**src/rtl/geofence_driver_if.sv**
```systemverilog
// Signal bundle between the geofence driver and its environment:
// point-memory read port, point stream / result from geofence, result write port.
interface geofence_driver_if;
   logic        mem_rd;
   logic [10:0] mem_addr;
   logic        mem_gnt;
   logic [19:0] mem_data;

   logic [9:0]  X;
   logic [9:0]  Y;
   logic        dut_rst;
   logic        valid;
   logic        is_inside;

   logic        res_we;
   logic [7:0]  res_addr;
   logic        res_data;
   logic        res_err;

   modport master (
      output mem_rd, mem_addr, X, Y, dut_rst, res_we, res_addr, res_data, res_err,
      input  mem_gnt, mem_data, valid, is_inside
   );

   modport slave (
      input  mem_rd, mem_addr, X, Y, dut_rst, res_we, res_addr, res_data, res_err,
      output mem_gnt, mem_data, valid, is_inside
   );
endinterface

```
**src/rtl/geofence_driver.sv**
```systemverilog
// Batch driver for a geofence core: fetches 7-point objects into ping-pong
// buffers, streams them out, and records one result (or timeout) per object.
//
// state | meaning
// IDLE  | waiting for start, core held in reset
// LOAD  | filling the first buffer with object 0, core held in reset
// SEND  | streaming points 0..6 of the current object, one per cycle
// WAIT  | waiting for valid from the core, bounded by TIMEOUT
// HOLD  | result written, next object not yet buffered (or last object done)
// FIN   | one-cycle done pulse
module geofence_driver #(
   parameter int TIMEOUT = 255
) (
   input  logic              clk,
   input  logic              reset,
   input  logic              start,
   input  logic [7:0]        num_obj,
   output logic              busy,
   output logic              done,
   geofence_driver_if.master gf
);

   typedef enum logic [2:0] {IDLE, LOAD, SEND, WAIT, HOLD, FIN} state_t;

   localparam logic [15:0] TO_CNT = 16'(TIMEOUT);

   state_t      state_q, state_d;
   logic [7:0]  obj_q, obj_d;
   logic [7:0]  num_q, num_d;
   logic        send_sel_q, send_sel_d;
   logic [2:0]  send_cnt_q, send_cnt_d;
   logic [15:0] wait_cnt_q, wait_cnt_d;
   logic        res_we_q, res_we_d;
   logic [7:0]  res_addr_q, res_addr_d;
   logic        res_data_q, res_data_d;
   logic        res_err_q, res_err_d;

   logic        fetch_busy_q, fetch_busy_d;
   logic [2:0]  rd_idx_q, rd_idx_d;
   logic [10:0] fetch_base_q, fetch_base_d;
   logic        fill_sel_q, fill_sel_d;
   logic        cap_vld_q, cap_vld_d;
   logic [2:0]  cap_idx_q, cap_idx_d;
   logic [1:0]  full_q, full_d;

   logic [19:0] pp_q [2][7];

   logic        fetch_go;
   logic [7:0]  fetch_obj;
   logic        fetch_sel;
   logic        advance;
   logic        accept;
   logic        last_cap;
   logic        cur_full;
   logic        nxt_full;
   logic        has_next;
   logic        has_next2;
   logic [8:0]  obj_p1;
   logic [10:0] fetch_obj_w;
   logic [19:0] pt_out;

   assign accept   = fetch_busy_q & gf.mem_gnt;
   assign last_cap = cap_vld_q & (cap_idx_q == 3'd6);
   // A buffer counts as full in the cycle its last entry is being captured.
   assign cur_full = full_q[send_sel_q]  | (last_cap & (fill_sel_q == send_sel_q));
   assign nxt_full = full_q[~send_sel_q] | (last_cap & (fill_sel_q != send_sel_q));

   assign obj_p1    = {1'b0, obj_q} + 9'd1;
   assign has_next  = obj_p1 < {1'b0, num_q};
   assign has_next2 = (obj_p1 + 9'd1) < {1'b0, num_q};

   assign fetch_obj_w = {3'b000, fetch_obj};

   always_ff @(posedge clk or negedge reset) begin
      if (!reset) begin
         state_q      <= IDLE;
         obj_q        <= '0;
         num_q        <= '0;
         send_sel_q   <= 1'b0;
         send_cnt_q   <= '0;
         wait_cnt_q   <= '0;
         res_we_q     <= 1'b0;
         res_addr_q   <= '0;
         res_data_q   <= 1'b0;
         res_err_q    <= 1'b0;
         fetch_busy_q <= 1'b0;
         rd_idx_q     <= '0;
         fetch_base_q <= '0;
         fill_sel_q   <= 1'b0;
         cap_vld_q    <= 1'b0;
         cap_idx_q    <= '0;
         full_q       <= '0;
      end else begin
         state_q      <= state_d;
         obj_q        <= obj_d;
         num_q        <= num_d;
         send_sel_q   <= send_sel_d;
         send_cnt_q   <= send_cnt_d;
         wait_cnt_q   <= wait_cnt_d;
         res_we_q     <= res_we_d;
         res_addr_q   <= res_addr_d;
         res_data_q   <= res_data_d;
         res_err_q    <= res_err_d;
         fetch_busy_q <= fetch_busy_d;
         rd_idx_q     <= rd_idx_d;
         fetch_base_q <= fetch_base_d;
         fill_sel_q   <= fill_sel_d;
         cap_vld_q    <= cap_vld_d;
         cap_idx_q    <= cap_idx_d;
         full_q       <= full_d;
      end
   end

   // Buffer storage needs no reset: the full flags gate every use of it.
   always_ff @(posedge clk) begin
      if (cap_vld_q) begin
         pp_q[fill_sel_q][cap_idx_q] <= gf.mem_data;
      end
   end

   always_comb begin
      state_d    = state_q;
      obj_d      = obj_q;
      num_d      = num_q;
      send_sel_d = send_sel_q;
      send_cnt_d = send_cnt_q;
      wait_cnt_d = wait_cnt_q;
      res_we_d   = 1'b0;
      res_addr_d = '0;
      res_data_d = 1'b0;
      res_err_d  = 1'b0;
      fetch_go   = 1'b0;
      fetch_obj  = '0;
      fetch_sel  = 1'b0;
      advance    = 1'b0;

      case (state_q)
         IDLE: begin
            if (start) begin
               num_d      = num_obj;
               obj_d      = '0;
               send_sel_d = 1'b0;
               if (num_obj == 8'd0) begin
                  state_d = FIN;
               end else begin
                  state_d   = LOAD;
                  fetch_go  = 1'b1;
                  fetch_obj = '0;
                  fetch_sel = 1'b0;
               end
            end
         end
         LOAD: begin
            if (cur_full) begin
               state_d    = SEND;
               send_cnt_d = '0;
               if (has_next) begin
                  fetch_go  = 1'b1;
                  fetch_obj = obj_q + 8'd1;
                  fetch_sel = ~send_sel_q;
               end
            end
         end
         SEND: begin
            send_cnt_d = send_cnt_q + 3'd1;
            if (send_cnt_q == 3'd6) begin
               state_d    = WAIT;
               wait_cnt_d = 16'd1;
            end
         end
         WAIT: begin
            wait_cnt_d = wait_cnt_q + 16'd1;
            if (gf.valid) begin
               res_we_d   = 1'b1;
               res_addr_d = obj_q;
               res_data_d = gf.is_inside;
               if (has_next && nxt_full) begin
                  advance = 1'b1;
               end else begin
                  state_d = HOLD;
               end
            end else if (wait_cnt_q == TO_CNT) begin
               res_we_d   = 1'b1;
               res_addr_d = obj_q;
               res_err_d  = 1'b1;
               state_d    = HOLD;
            end
         end
         HOLD: begin
            if (!has_next) begin
               state_d = FIN;
            end else if (nxt_full) begin
               advance = 1'b1;
            end
         end
         FIN: begin
            state_d = IDLE;
         end
         default: begin
            state_d = IDLE;
         end
      endcase

      // Switch to the prefetched buffer and refill the one just sent.
      if (advance) begin
         state_d    = SEND;
         obj_d      = obj_q + 8'd1;
         send_sel_d = ~send_sel_q;
         send_cnt_d = '0;
         if (has_next2) begin
            fetch_go  = 1'b1;
            fetch_obj = obj_q + 8'd2;
            fetch_sel = send_sel_q;
         end
      end
   end

   always_comb begin
      fetch_busy_d = fetch_busy_q;
      rd_idx_d     = rd_idx_q;
      fetch_base_d = fetch_base_q;
      fill_sel_d   = fill_sel_q;
      full_d       = full_q;
      cap_vld_d    = accept;
      cap_idx_d    = rd_idx_q;

      if (state_q == IDLE) begin
         full_d = 2'b00;
      end
      if (last_cap) begin
         full_d[fill_sel_q] = 1'b1;
      end
      if (fetch_go) begin
         fetch_busy_d       = 1'b1;
         rd_idx_d           = '0;
         fetch_base_d       = (fetch_obj_w << 3) - fetch_obj_w;
         fill_sel_d         = fetch_sel;
         full_d[fetch_sel]  = 1'b0;
      end else if (accept) begin
         rd_idx_d = rd_idx_q + 3'd1;
         if (rd_idx_q == 3'd6) begin
            fetch_busy_d = 1'b0;
         end
      end
   end

   assign pt_out = pp_q[send_sel_q][send_cnt_q];

   always_comb begin
      gf.X = '0;
      gf.Y = '0;
      if (state_q == SEND) begin
         gf.X = pt_out[19:10];
         gf.Y = pt_out[9:0];
      end
   end

   assign gf.mem_rd   = fetch_busy_q;
   assign gf.mem_addr = fetch_busy_q ? (fetch_base_q + {8'b0, rd_idx_q}) : 11'd0;
   assign gf.dut_rst  = !((state_q == SEND) || (state_q == WAIT));
   assign gf.res_we   = res_we_q;
   assign gf.res_addr = res_addr_q;
   assign gf.res_data = res_data_q;
   assign gf.res_err  = res_err_q;
   assign busy        = (state_q != IDLE);
   assign done        = (state_q == FIN);

endmodule

```
**src/flat_wrapper.sv**
```systemverilog
// flat-port wrapper written by rule: the top's interface ports become plain ports
module geofence_driver_flat 
#(
   parameter int TIMEOUT = 255
)
  (clk, reset, start, num_obj, busy, done, gf_mem_rd, gf_mem_addr, gf_X, gf_Y, gf_dut_rst, gf_res_we, gf_res_addr, gf_res_data, gf_res_err, gf_mem_gnt, gf_mem_data, gf_valid, gf_is_inside);
  geofence_driver_if gf_i ();
  input  logic clk;
  input  logic reset;
  input  logic start;
  input  logic [7:0] num_obj;
  output logic busy;
  output logic done;
  output wire logic [$bits(gf_i.mem_rd)-1:0] gf_mem_rd;
  output wire logic [$bits(gf_i.mem_addr)-1:0] gf_mem_addr;
  output wire logic [$bits(gf_i.X)-1:0] gf_X;
  output wire logic [$bits(gf_i.Y)-1:0] gf_Y;
  output wire logic [$bits(gf_i.dut_rst)-1:0] gf_dut_rst;
  output wire logic [$bits(gf_i.res_we)-1:0] gf_res_we;
  output wire logic [$bits(gf_i.res_addr)-1:0] gf_res_addr;
  output wire logic [$bits(gf_i.res_data)-1:0] gf_res_data;
  output wire logic [$bits(gf_i.res_err)-1:0] gf_res_err;
  input wire logic [$bits(gf_i.mem_gnt)-1:0] gf_mem_gnt;
  input wire logic [$bits(gf_i.mem_data)-1:0] gf_mem_data;
  input wire logic [$bits(gf_i.valid)-1:0] gf_valid;
  input wire logic [$bits(gf_i.is_inside)-1:0] gf_is_inside;
  assign gf_mem_rd = gf_i.mem_rd;
  assign gf_mem_addr = gf_i.mem_addr;
  assign gf_X = gf_i.X;
  assign gf_Y = gf_i.Y;
  assign gf_dut_rst = gf_i.dut_rst;
  assign gf_res_we = gf_i.res_we;
  assign gf_res_addr = gf_i.res_addr;
  assign gf_res_data = gf_i.res_data;
  assign gf_res_err = gf_i.res_err;
  assign gf_i.mem_gnt = gf_mem_gnt;
  assign gf_i.mem_data = gf_mem_data;
  assign gf_i.valid = gf_valid;
  assign gf_i.is_inside = gf_is_inside;
  geofence_driver #(.TIMEOUT(TIMEOUT)) u_core (.clk(clk), .reset(reset), .start(start), .num_obj(num_obj), .busy(busy), .done(done), .gf(gf_i));
endmodule
```
**config.mk**
```make
export PLATFORM = sky130hd
export DESIGN_NAME = geofence_driver_flat
export DESIGN_NICKNAME = d
export VERILOG_FILES = /design/src/rtl/geofence_driver_if.sv /design/src/rtl/geofence_driver.sv /design/src/flat_wrapper.sv
export SDC_FILE = /design/constraint.sdc
export NUM_CORES = 1
export LEC_CHECK = 0
export BUFFER_PORTS_ARGS = -buffer_cell sky130_fd_sc_hd__buf_2
export CAP_MARGIN = 20
export CORE_UTILIZATION = 61
export DETAILED_ROUTE_END_ITERATION = 8
export PLACE_DENSITY = 0.79
export SYNTH_ARGS = -nofsm -noshare
export SYNTH_HDL_FRONTEND = slang
export SYNTH_SLANG_ARGS = --single-unit
```
**constraint.sdc**
```tcl
create_clock -name clk -period 5.4 [get_ports clk]
set_input_delay 0.27 -clock clk [delete_from_list [all_inputs] [get_ports clk]]
set_output_delay 0.27 -clock clk [all_outputs]
set_load 0.02 [all_outputs]
```
# ---- Word level (Yosys, flattened, before mapping)
# Memories as Yosys holds them, arrays and structs flattened.
# Cells that the tools add are included.
dict set report totals {
  register_bits 72
  ram_bits 280
  out_inout_bits 46
  wordCells 168
  n_memories 1
}
# memory depth word_bits read_ports rd_ports_with_merged_regs wr line
set memory_table {}
lappend memory_table {u_core.pp_q 2 140 1 0 1 geofence_driver.sv:46} ;# logic [19:0] pp_q [2][7];
dict set report op_classes {
  n_addsub 9
  n_lt_le_gt_ge 11
  n_eq_ne 18
  muxes 79
  n_bitwise 12
  reduce_logical 21
}
# operator count
set op_table {}
lappend op_table {{$mux W140} 1}
lappend op_table {{$mux W8} 11}
lappend op_table {{$bmux W20 S3} 1}
lappend op_table {{$demux W20 S3} 1}
lappend op_table {{$mux W20} 3}
lappend op_table {{$mux W3} 13}
lappend op_table {{$mux W1} 35}
lappend op_table {{$pmux W16 S2} 1}
lappend op_table {{$mux W10} 2}
lappend op_table {{$lt A9 B8 Y1} 2}
lappend op_table {{$add A16 B1 Y16 const B} 1}
lappend op_table {{$eq A16 B8 Y1 const B} 1}
lappend op_table {{$mux W16} 1}
lappend op_table {{$eq A3 B3 Y1 const B} 5}
lappend op_table {{$pmux W3 S5} 1}
lappend op_table {{$add A11 B3 Y11} 1}
lappend op_table {{$mux W11} 1}
lappend op_table {{$sub A11 B8 Y11} 1}
lappend op_table {{$reduce_and A2 Y1} 5}
lappend op_table {{$reduce_bool A2 Y1} 5}
lappend op_table {{$add A8 B1 Y9 const B} 1}
lappend op_table {{$add A9 B1 Y9 const B} 1}
lappend op_table {{$add A8 B1 Y8 const B} 1}
lappend op_table {{$add A8 B2 Y8 const B} 1}
lappend op_table {{32 further kinds} 54}

# ---- Depth between registers and ports, before layout
dict set report logic_depth {
  word_depth 16
  ltp_mapped 24
  mapped_depth_nobuf 23
}

# ---- Worst setup path before layout
# Ideal clock, no wire load.
dict set report synth_path {
  path_type {register to register}
  start {register u_core.obj_q[0]}
  end {register u_core.fetch_base_q[8]}
  setup_ps 125
  arrival_ps 4869
  required_time_ps 5275
  path_slack_ps 406
  stages_incl_launch_ff 24
  path_buffers 1
  period_less_slack_ps 4994
  path_cell_list {dfrtp_1 > buf_1 > inv_1 > ha_1 > nor3_1 > nand2_1 > nor4_1 > xnor2_1 > ha_1 > nand3_1 > or4_1 > nand2_1 > o31ai_2 > nand2_1 > o211ai_1 > nand2_1 > o21a_1 > ha_1 > a21o_1 > or3_1 > a41o_1 > a31oi_1 > xnor2_1 > mux2_2}
}
dict set report synth_between {
  elab_chain_len 8
  word_cells_on_any_way 22
  classes_between {add/sub (5); order compare (2); mux (14); reduce/logical (1)}
}
# element line
set synth_rtl {}
lappend synth_rtl {{start: declaration} geofence_driver.sv:28} ;# logic [7:0] obj_q, obj_d;
lappend synth_rtl {{start signal: assignment} geofence_driver.sv:95} ;# obj_q <= obj_d;
lappend synth_rtl {{branches (longest 8 deep; another with $sub A11 B8 Y11)} --}
lappend synth_rtl {{end signal: assignment} geofence_driver.sv:106} ;# fetch_base_q <= fetch_base_d;
lappend synth_rtl {{end: declaration} geofence_driver.sv:40} ;# logic [10:0] fetch_base_q, fetch_base_d;
# Several ways; the timed one is not identified.
# A chain may end at the register's enable or synchronous reset.

# ---- Worst setup path in the final report
# Ends and elaborated chain as after synthesis.

==> flow_summary.ini <==
[status]
status = completed

[critical_path]
crit_arrival_ns = 5.47
crit_path_start_kind = flop
crit_type = flop to flop
r2r_slack_ns = 0.32
cp_max_fo = 8
end_kind = flop
r2r-start = u_core.obj_q[0]
startpoint = u_core.obj_q[0]
required_ns = 5.79

[global_routing]
grt_max_degree = 73
grt_pass1_vias = 9391
globalRouteMet2Util_pct = 44.28
grt_use_total_pct = 26.62
use_met1_pct = 36.48
grt_pass1_wl_mm = 51.98
grtUsageMet3_pct = 3.903
overflow = 0
grt_antenna_before_repair = 1
gr-max-usage-layer = met2

[sta]
hold_viol_final = 0
setup_violations = 0
rsz0062_at_grt = no
fin_tns_setup_ns = 0
finalCritPeriodShare_pct = 94.10
hold_ws_ns = 0.01431
max_freq_ghz = 0.1968
drv_slew = 0
fin_crit_ns = 5.081
timing.final.ws_setup_ns = 0.3186
tightest_slew_ns = 0.9248
fin_skew_ns = 0.02142
slew_headroom_pct = 38.35

[synthesis]
syn-cell-area_sq_um = 15480
synth_nets = 1121
syn_area_per_cell_sq_um = 14.67
synth_warnings = 0
synth-seq-cells = 352
synth_ff_type = edfxtp_1
netlist_instances = 1055
synthArstFlopShare_pct = 20.45
synth-edff-count = 280
yosysSeqAreaShare_pct = 65.95
synth.distinct_cells = 63

[die]
start_util_pct = 62.92
die_height_microns = 161.3
die_x_microns = 161.3
fp-row-count = 57
core-area_sq_um = 24600
dieArea_sq_um = 26020
ios = 80

[clock_tree]
cts.sinks = 352
tritoncts = done
cts_root_buf = clkbuf_16
clk_path_buf_depth = 3
cts.htree.levels = 2
cts_setup_buffers = 0
clk_pin_slew_ns = 0.06
clk_latency_ns = 0.53
numCtsBuffers = 36

[pwr]
p_leak_nw = 6.611
power_density_nw_per_um2 = 444.1
max-vdd-ir-drop_mv = 0.2805

[route]
routed_wl_mm = 33.64
firstDrtPassIters = 5
drc = 0
initialDrtViolationCount = 797
vias = 9342
detail-route-antenna-nets = 0
routedWlPerCell_microns = 22.21
vias_per_cell = 6.166

[hold_path]
worstHoldStart = gf_is_inside
hold_path_class = primary input to flop

[cells_and_area]
post-route-util_pct = 71.83
fillers = 1562
flow.area_growth_from_synthesis_pct = 14.16
multi_input_area_sq_um = 4996
fin_nets = 1230
regArea_sq_um = 10220
drive_above_1_share_pct = 22.92
n_antenna_cell = 0

[job]
cap_viol_max_count = 0

[placed_design]
portBuffers = 79
dp_hpwl_mm = 19.22
gp_congestion = 0.8755
pre_cts_ws_ns = -0.01707
power breakdown:
part           switching [mW]  internal, mW
Clock                    1.00          1.39
Sequential              0.211          3.28
Combinational            1.18         0.780
cell usage after synthesis, types with 5 or more instances:
| library cell | n | area, sq um |
|---|---|---|
| a21o_1 | 5 | 37.54 |
| a21oi_1 | 38 | 190.2 |
| a31oi_1 | 5 | 31.28 |
| and2_1 | 18 | 112.6 |
| and3_1 | 16 | 100.1 |
| buf_1 | 10 | 37.54 |
| clkbuf_1 | 34 | 127.6 |
| dfrtp_1 | 72 | 1802 |
| edfxtp_1 | 280 | 8408 |
| ha_1 | 31 | 387.9 |
| inv_1 | 49 | 183.9 |
| mux2_2 | 11 | 123.9 |
| mux2i_1 | 42 | 420.4 |
| mux4_2 | 60 | 1351 |
| nand2_1 | 61 | 229.0 |
| nand2b_1 | 9 | 56.30 |
| nand3_1 | 21 | 105.1 |
| nand4_1 | 5 | 31.28 |
| nor2_1 | 83 | 311.6 |
| nor3_1 | 16 | 80.08 |
| nor4_1 | 6 | 37.54 |
| o21ai_0 | 57 | 285.3 |
| o22ai_1 | 20 | 125.1 |
| or3_1 | 7 | 43.79 |
| xnor2_1 | 20 | 175.2 |
| xor2_1 | 10 | 87.58 |
metrics by stage:
step	std cells	power, mW	area [sq um]
finish	1515	7.849	17670
global route	1515	8.190	17670
CTS	1514	7.887	17610
detailed placement	1440	5.465	16370
global placement	1440	5.394	16370
floorplan	1055	4.860	15480
cells in the final DEF, fill, tap and decap left out, types with 10 or more instances in the layout:
cell type,instances
and2_1,18
mux2i_1,42
xnor2_1,20
buf_4,30
dfrtp_1,67
edfxtp_1,280
mux2_2,11
nand3_1,21
a21oi_1,37
nor3_1,12
inv_1,49
clkbuf_16,36
clkinv_2,10
and3_1,16
o21ai_0,57
buf_2,78
o22ai_1,20
mux4_2,60
nand2_1,60
nor2_1,74
ha_1,29
layer usage:
| metal | routed length [microns] | share of wire, % | up-vias |
|---|---|---|---|
| li1 | - | - | 4216 |
| met1 | 13810 | 41 | 4702 |
| met2 | 16960 | 50 | 365 |
| met3 | 2098 | 6.2 | 57 |
| met4 | 766 | 2.3 | 2 |
| met5 | 8 | 0.024 | - |
cell type report:
cell class | count | share of cell area (%)
clock buffer | 42 | 5.281
multi-input combinational | 605 | 28.27
clock inverter | 23 | 1.175
timing repair buffer | 118 | 4.078
sequential | 352 | 57.82
inverter | 51 | 1.083
tap | 324 | 2.294
flip-flops by register name, indices dropped and copies added (netlist names), 8 cells and up:
register	flops
u_core.obj_q	8
u_core.wait_cnt_q	16
u_core.num_q	8
u_core.pp_q	280
u_core.fetch_base_q	11
u_core.gf.res_addr	8
critical path, cell delays in order, from the launching register on:
cell      delay (ns)
dfrtp_2         0.47
ha_2            0.27
xnor2_1         0.22
inv_2           0.14
nand3_1         0.08
or3_4           0.36
xor2_1          0.15
ha_1            0.29
nand3_1         0.10
or4_1           0.61
nand2_2         0.19
o31ai_2         0.11
nand2_1         0.09
o211ai_1        0.08
nand2_1         0.09
o21a_1          0.13
ha_1            0.29
a21o_1          0.21
or3_1           0.30
a41o_1          0.23
a31oi_1         0.19
xnor2_1         0.08
mux2_2          0.26
what timing repair did:
item                       in CTS  in global routing
hold buffers                    9                  0
gates resized for setup         1                 11
hold endpoints to repair       80                  0
setup endpoints to repair       1                  5
final timing paths:
check / depth (start not counted) / end
hold reg to reg: 0 / u_core.cap_idx_q[0]
min in group asynchronous: 2 / u_core.wait_cnt_q[14]
hold / removal: 2 / u_core.gf.res_data
setup reg to reg: 22 / u_core.fetch_base_q[8]
max in group asynchronous: 2 / u_core.send_sel_q
setup / recovery: 22 / u_core.fetch_base_q[8]
cell families after synthesis:
family	Yosys count	share of synthesized area (%)
flip-flops	352	65.95
AO/OA/AOI/OAI	160	6.393
multiplexers	113	12.24
buffers and inverters	98	2.400
adder cells (fa/ha/maj)	32	2.635
XOR/XNOR	30	1.697
AND/OR/NAND/NOR	270	8.680
Note: power is estimated with default switching activity, not from simulation.
